`src/rtl/oled_arb_pkg.sv`:
```
// Shared constants, FSM state type and request priority helper for the OLED
// source arbiter.
package oled_arb_pkg;

  localparam int unsigned PIXEL_W = 16;
  localparam int unsigned NUM_SRC = 4;

  localparam logic [1:0] SRC_NUMBER     = 2'd0;
  localparam logic [1:0] SRC_WAM        = 2'd1;
  localparam logic [1:0] SRC_MOUSE      = 2'd2;
  localparam logic [1:0] SRC_REGRESSION = 2'd3;

  typedef enum logic {
    IDLE    = 1'b0,
    PENDING = 1'b1
  } arb_state_e;

  // Lowest set request bit wins; an empty request falls back to regression.
  function automatic logic [1:0] resolve_target(input logic [NUM_SRC-1:0] r);
    logic [1:0] t;
    casez (r)
      4'b???1: t = SRC_NUMBER;
      4'b??10: t = SRC_WAM;
      4'b?100: t = SRC_MOUSE;
      default: t = SRC_REGRESSION;
    endcase
    return t;
  endfunction

endpackage

```
`src/rtl/req_debouncer.sv`:
```
// Synchronises the raw switch requests, resolves priority and reports when the
// resolved target has held steady for DEBOUNCE_CYCLES cycles.
module req_debouncer
  import oled_arb_pkg::*;
#(
  parameter int unsigned DEBOUNCE_CYCLES = 1_000_000
) (
  input  logic               CLOCK,
  input  logic               reset_n,
  input  logic [NUM_SRC-1:0] req,
  output logic [1:0]         candidate,
  output logic               stable
);

  localparam int unsigned    CW       = $clog2(DEBOUNCE_CYCLES);
  localparam logic [CW-1:0]  STAB_MAX = CW'(DEBOUNCE_CYCLES - 1);

  logic [NUM_SRC-1:0] sync_q1;
  logic [NUM_SRC-1:0] sync_q2;
  logic [1:0]         target;
  logic [CW-1:0]      stab_cnt;

  always_ff @(posedge CLOCK or negedge reset_n) begin
    if (!reset_n) begin
      sync_q1 <= '0;
      sync_q2 <= '0;
    end else begin
      sync_q1 <= req;
      sync_q2 <= sync_q1;
    end
  end

  always_comb begin
    target = resolve_target(sync_q2);
  end

  always_ff @(posedge CLOCK or negedge reset_n) begin
    if (!reset_n) begin
      candidate <= SRC_REGRESSION;
      stab_cnt  <= '0;
    end else if (target != candidate) begin
      candidate <= target;
      stab_cnt  <= '0;
    end else if (stab_cnt != STAB_MAX) begin
      stab_cnt <= stab_cnt + 1'b1;
    end
  end

  assign stable = (stab_cnt == STAB_MAX);

endmodule

```
`src/rtl/oled_source_arbiter.sv`:
```
// Chooses the pixel source feeding Oled_Display and the 7-segment owner,
// switching only on a frame boundary (or after a bounded wait for one).
module oled_source_arbiter
  import oled_arb_pkg::*;
#(
  parameter int unsigned DEBOUNCE_CYCLES = 1_000_000,
  parameter int unsigned TIMEOUT_CYCLES  = 4_000_000
) (
  input  logic                       CLOCK,
  input  logic                       reset_n,
  input  logic [NUM_SRC-1:0]         req,
  input  logic                       frame_begin,
  input  logic [NUM_SRC*PIXEL_W-1:0] src_data,
  output logic [PIXEL_W-1:0]         oled_data,
  output logic [1:0]                 grant,
  output logic [NUM_SRC-1:0]         grant_onehot,
  output logic                       pending,
  output logic                       switch_pulse
);

  localparam int unsigned   TW     = $clog2(TIMEOUT_CYCLES);
  localparam logic [TW-1:0] TO_MAX = TW'(TIMEOUT_CYCLES - 1);

  arb_state_e         state;
  logic [TW-1:0]      to_cnt;
  logic [1:0]         candidate;
  logic               stable;
  logic [PIXEL_W-1:0] src_pix [NUM_SRC];

  req_debouncer #(
    .DEBOUNCE_CYCLES (DEBOUNCE_CYCLES)
  ) u_req_debouncer (
    .CLOCK     (CLOCK),
    .reset_n   (reset_n),
    .req       (req),
    .candidate (candidate),
    .stable    (stable)
  );

  // A switch needs a stable candidate on the same cycle as the frame/timeout
  // event; otherwise the counter parks at TO_MAX and the switch fires as soon
  // as the candidate settles.
  always_ff @(posedge CLOCK or negedge reset_n) begin
    if (!reset_n) begin
      state        <= IDLE;
      grant        <= SRC_REGRESSION;
      to_cnt       <= '0;
      switch_pulse <= 1'b0;
    end else begin
      switch_pulse <= 1'b0;
      case (state)
        IDLE: begin
          if (stable && (candidate != grant)) begin
            state  <= PENDING;
            to_cnt <= '0;
          end
        end
        PENDING: begin
          if (stable && (candidate == grant)) begin
            state <= IDLE;
          end else if (stable && (frame_begin || (to_cnt == TO_MAX))) begin
            grant        <= candidate;
            switch_pulse <= 1'b1;
            state        <= IDLE;
          end else if (to_cnt != TO_MAX) begin
            to_cnt <= to_cnt + 1'b1;
          end
        end
        default: state <= IDLE;
      endcase
    end
  end

  assign pending      = (state == PENDING);
  assign grant_onehot = 4'b0001 << grant;

  always_comb begin
    for (int unsigned i = 0; i < NUM_SRC; i++) begin
      src_pix[i] = src_data[i*PIXEL_W +: PIXEL_W];
    end
  end

  always_ff @(posedge CLOCK or negedge reset_n) begin
    if (!reset_n) begin
      oled_data <= '0;
    end else begin
      oled_data <= src_pix[grant];
    end
  end

endmodule

```
`config.mk`:
```
export PLATFORM = sky130hd
export DESIGN_NAME = oled_source_arbiter
export DESIGN_NICKNAME = d
export VERILOG_FILES = /design/src/rtl/oled_arb_pkg.sv /design/src/rtl/req_debouncer.sv /design/src/rtl/oled_source_arbiter.sv
export SDC_FILE = /design/constraint.sdc
export NUM_CORES = 1
export LEC_CHECK = 0
export CAP_MARGIN = 0
export CORE_MARGIN = 4
export CORE_UTILIZATION = 49
export CTS_CLUSTER_DIAMETER = 40
export DETAILED_ROUTE_END_ITERATION = 10
export PLACE_DENSITY_LB_ADDON = 0.2
export REMOVE_ABC_BUFFERS = 1
export SETUP_SLACK_MARGIN = 0.15
export SYNTH_ARGS = -nofsm -noshare
export SYNTH_HDL_FRONTEND = slang
export SYNTH_SLANG_ARGS = --single-unit
```
`constraint.sdc`:
```
create_clock -name CLOCK -period 7.15 [get_ports CLOCK]
set_input_delay 2.145 -clock CLOCK [delete_from_list [all_inputs] [get_ports CLOCK]]
set_output_delay 2.145 -clock CLOCK [all_outputs]
set_load 0.02 [all_outputs]
```
==> metrics.md <==
| Metric | Value |
|---|---|
| Io pins | 95 |
| Number of buffers created by CTS | 9 |
| Tightest Hold Check Type | flop to flop |
| # H-tree levels | 3 |
| Clock Sinks | 70 |
| Layout Area Growth over Synthesis | 34.0% |
| Synth Area in XOR/XNOR | approximately 4.7% |
| CP delay by family, top | flip-flops |
| Worst VDD drop | between 90 and 100 uV |
| Die height | 93.1 um |
| Adder-cell share of the synthesized area | 0.706% |
| Netlist Area Pre-Place | between 3000 and 4000 um^2 |
| Initial antenna violation count | 0 |
| Remaining Overflow, GRT | 0 |
| Clk_lat worst skew | about 340 ps |
| Setup CP Type | flop to output pin |
| Max Freq | 234 MHz |
| CTS max path bufs | 2 |
| Slew Viols, Final | 0 |
| Worst-path clk slew | 70 ps |
| WL/cell | 16.3 um |
| Hold Violations, Final | 0 |
| Final antenna-violating net count | 0 |
| HPWL after DPL | 6.11 mm |
| Final net count | 484 |
| Initial core utilization | 51.3% |
| Multi-input logic area | 1690 um^2 |
| GP Congestion | ~0.86 |
| Vias | ~2900 |
| First-pass GRT wire length | 14.0 mm |
| Seq/Total Area, Yosys | 49.5% |
| Clk root buf | clkbuf_8 |
| Rows | 30 |
| Pin count of the biggest net entering global routing | 71 |
| Cells after Synth | 321 |
| Max Cap Violations | 0 |
| Max incr delay on CP | 950 ps |
| Tcrit/Tclk final | 59.7% |
| Number of global-route vias before repair | 2922 |
| Top sig layer | met4 |
| Lkg Pwr | 1.85 nW |
| Layout cells sized above 1 | 9.86% |
| # placed instances | around 500 |
| Total GRT Usage | 20.8% |
| DR iter-0 viols | roughly 170 |
| Worst setup EP type | output pin |
| DIE AREA | approximately 8700 um^2 |
| CTS tree | yes |
| Buf+Inv Stages, Crit Path | 1 |
| IO buf count | 93 |
| Worst Path Arrival | 2130 ps |
| Hold_buf cts | 0 |
| Post-Route WL | between 8 and 9 mm |
| Endpoints failing setup | 0 |
| Die Width | a little over 90 um |
| Setup_tns | 0 ps |
| Placeable Area | 6910 um^2 |
| Met2 WL post-DR | 4.05 mm |
| Critical Path RT | 5010 ps |
| Type of element launching the critical path | flop |
| Post_cts resized | 0 |
| RSZ-0062 raised after global routing | false |
| Area share of and/or/nand/nor cells after synthesis | between 20% and 30% |
| Slowest CP cell | dfstp_2 |
| Crit-path max FO | 23 |
| Routed length on met1 | roughly 3.5 mm |
| Mux contribution to synthesized area | 15.0% |
| Fin cells | 512 |
| Cell area power density | 176 nW/um^2 |
| Yosys warns | 0 |
| Status | finished clean |
| Register Area | 1760 um^2 |
| Yosys reg bits | 70 |
| Critical path, cell by cell | nor2b_1, clkdlybuf4s50_1 |
| Syn avg cell area | 11.0 um^2 |
| Number of unique standard cell types used by synthesis | 43 |
| Via density per instance | between 5 and 6 |
| Max transition margin | 41.9% |
| Met3 routed WL | 636 um |
| Skew final | slightly below 7 ps |
| DRC | 0 |
| DRT Pass-1 Iters | 4 |
| Postcts setup bufs | 0 |
| Tmin final | 4270 ps |
| Largest family of logic cells by synthesized area | simple AND/OR/NAND/NOR gates |
| # fillers | 531 |
| Worst-margin pin slew | between 800 and 900 ps |
| Synth Area in Compound Gates | between 6 and 7% |
| # diodes | 0 |
==> cells by family after synthesis <==
kind of cell	Yosys count
AO/OA/AOI/OAI	33
XOR/XNOR	19
adder cells (fa/ha/maj)	2
buffers and inverters	25
flip-flops	70
multiplexers	33
AND/OR/NAND/NOR	139
==> cell usage after synthesis, drive strengths merged <==
| master | count | area (um^2) |
|---|---|---|
| a21boi | 4 | 30.0 |
| a21oi | 7 | 35.0 |
| a2bb2oi | 4 | 35.0 |
| and2 | 2 | 12.5 |
| and3 | 9 | 56.3 |
| and4 | 1 | 8.76 |
| and4b | 2 | 20.0 |
| buf | 5 | 27.5 |
| clkbuf | 11 | 41.3 |
| dfrtp | 66 | 1650 |
| dfstp | 4 | 105 |
| ha | 2 | 25.0 |
| inv | 9 | 33.8 |
| mux2 | 2 | 22.5 |
| mux2i | 15 | 150 |
| mux4 | 16 | 360 |
| nand2 | 31 | 116 |
| nand2b | 2 | 12.5 |
| nand3 | 10 | 50.1 |
| nand3b | 2 | 15.0 |
| nand4 | 11 | 68.8 |
| nor2 | 25 | 93.8 |
| nor2b | 2 | 12.5 |
| nor3 | 13 | 65.1 |
| nor3b | 1 | 7.51 |
| nor4 | 8 | 50.1 |
| nor4b | 5 | 43.8 |
| o2111ai | 1 | 8.76 |
| o211ai | 7 | 52.6 |
| o21a | 1 | 7.51 |
| o21ai | 8 | 51.3 |
| o22ai | 1 | 6.26 |
| or2 | 3 | 18.8 |
| or3 | 7 | 43.8 |
| or4 | 4 | 30.0 |
| or4b | 1 | 10.0 |
| xnor2 | 11 | 96.3 |
| xor2 | 8 | 70.1 |
==> sequential cells by signal (all words and copies together), names as in the netlist <==
name                       cells
u_req_debouncer.stab_cnt      20
oled_data                     16
u_req_debouncer.sync_q2        3
grant                          2
u_req_debouncer.sync_q1        3
pending                        1
to_cnt                        22
u_req_debouncer.candidate      2
switch_pulse                   1
==> worst paths after layout <==
| path | end | slack (ps) | from | cells past startpoint |
|---|---|---|---|---|
| worst min register to register | u_req_debouncer.sync_q2[0] | 350 | u_req_debouncer.sync_q1[0] | 0 |
| worst min-delay path | u_req_debouncer.sync_q2[0] | 350 | u_req_debouncer.sync_q1[0] | 0 |
| min in group asynchronous | u_req_debouncer.stab_cnt[3] | 1990 | reset_n | 2 |
| worst max-delay path | grant_onehot[1] | 2880 | grant[0] | 2 |
| worst max register to register | to_cnt[1] | 4240 | u_req_debouncer.stab_cnt[15] | 5 |
| max in group asynchronous | to_cnt[2] | 4590 | reset_n | 2 |
==> worst reg2reg max path, delay by kind of cell, from the launching register on <==
family	cells	cell delay [ps]
mux	1	210
simple gates	3	1950
compound gates	1	250
flops	1	420
==> power by group <==
part | leakage, nW | internal, mW | switching [mW]
clock | 0.106 | 0.196 | 0.149
combinational | 0.848 | 0.0501 | 0.0303
sequential | 0.896 | 0.405 | 0.00430
total | 1.85 | 0.651 | 0.184
==> per-stage QoR <==
step / instance area [um^2] / utilization, % / hold WS, ps / power (mW) / setup WS, ps
after global routing: 4750 / 68.8 / 362 / 0.866 / 2750
final: 4750 / 68.8 / 350 / 0.834 / 2880
after floorplan: 3480 / - / 331 / 0.438 / 3670
after CTS: 4750 / 68.8 / 354 / 0.843 / 2830
after detailed placement: 4540 / 65.7 / 336 / 0.499 / 3070
after global placement: 4540 / 65.7 / 334 / 0.496 / 3090
==> area by class of cell <==
| type | count | share of cell area (%) |
|---|---|---|
| Multi-Input combinational cell | 226 | 35.5 |
| Clock buffer | 10 | 2.69 |
| Inverter | 9 | 0.711 |
| Sequential cell | 70 | 37.0 |
| Clock inverter | 6 | 1.82 |
| Tap cell | 96 | 2.53 |
| Timing Repair Buffer | 95 | 19.8 |
==> cells in the final DEF (no fill, tap or decap), types with 3 or more instances in the layout <==
cell | netlist | routed
clkdlybuf4s50_1 | 0 | 92
dfrtp_1 | 66 | 66
nand2_1 | 31 | 31
nor2_1 | 25 | 25
mux4_2 | 16 | 16
mux2i_1 | 15 | 15
nor3_1 | 13 | 13
nand4_1 | 11 | 11
xnor2_1 | 11 | 11
nand3_1 | 10 | 10
inv_1 | 9 | 9
and3_1 | 9 | 9
clkbuf_8 | 0 | 9
nor4_1 | 8 | 8
xor2_1 | 8 | 8
or3_1 | 7 | 7
a21oi_1 | 7 | 7
o211ai_1 | 7 | 7
nor4b_1 | 5 | 5
or4_1 | 4 | 4
o21ai_1 | 4 | 4
a21boi_0 | 4 | 4
a2bb2oi_1 | 4 | 4
dfstp_2 | 4 | 4
o21ai_0 | 3 | 3
==> metal layers <==
metal | track usage [%] | vias up
met5 | 0 | -
met4 | 7.94 | 0
met3 | 6.68 | 9
met2 | 33.3 | 98
met1 | 26.3 | 1400
li1 | - | 1355
Note: power is estimated with default switching activity, not from simulation.
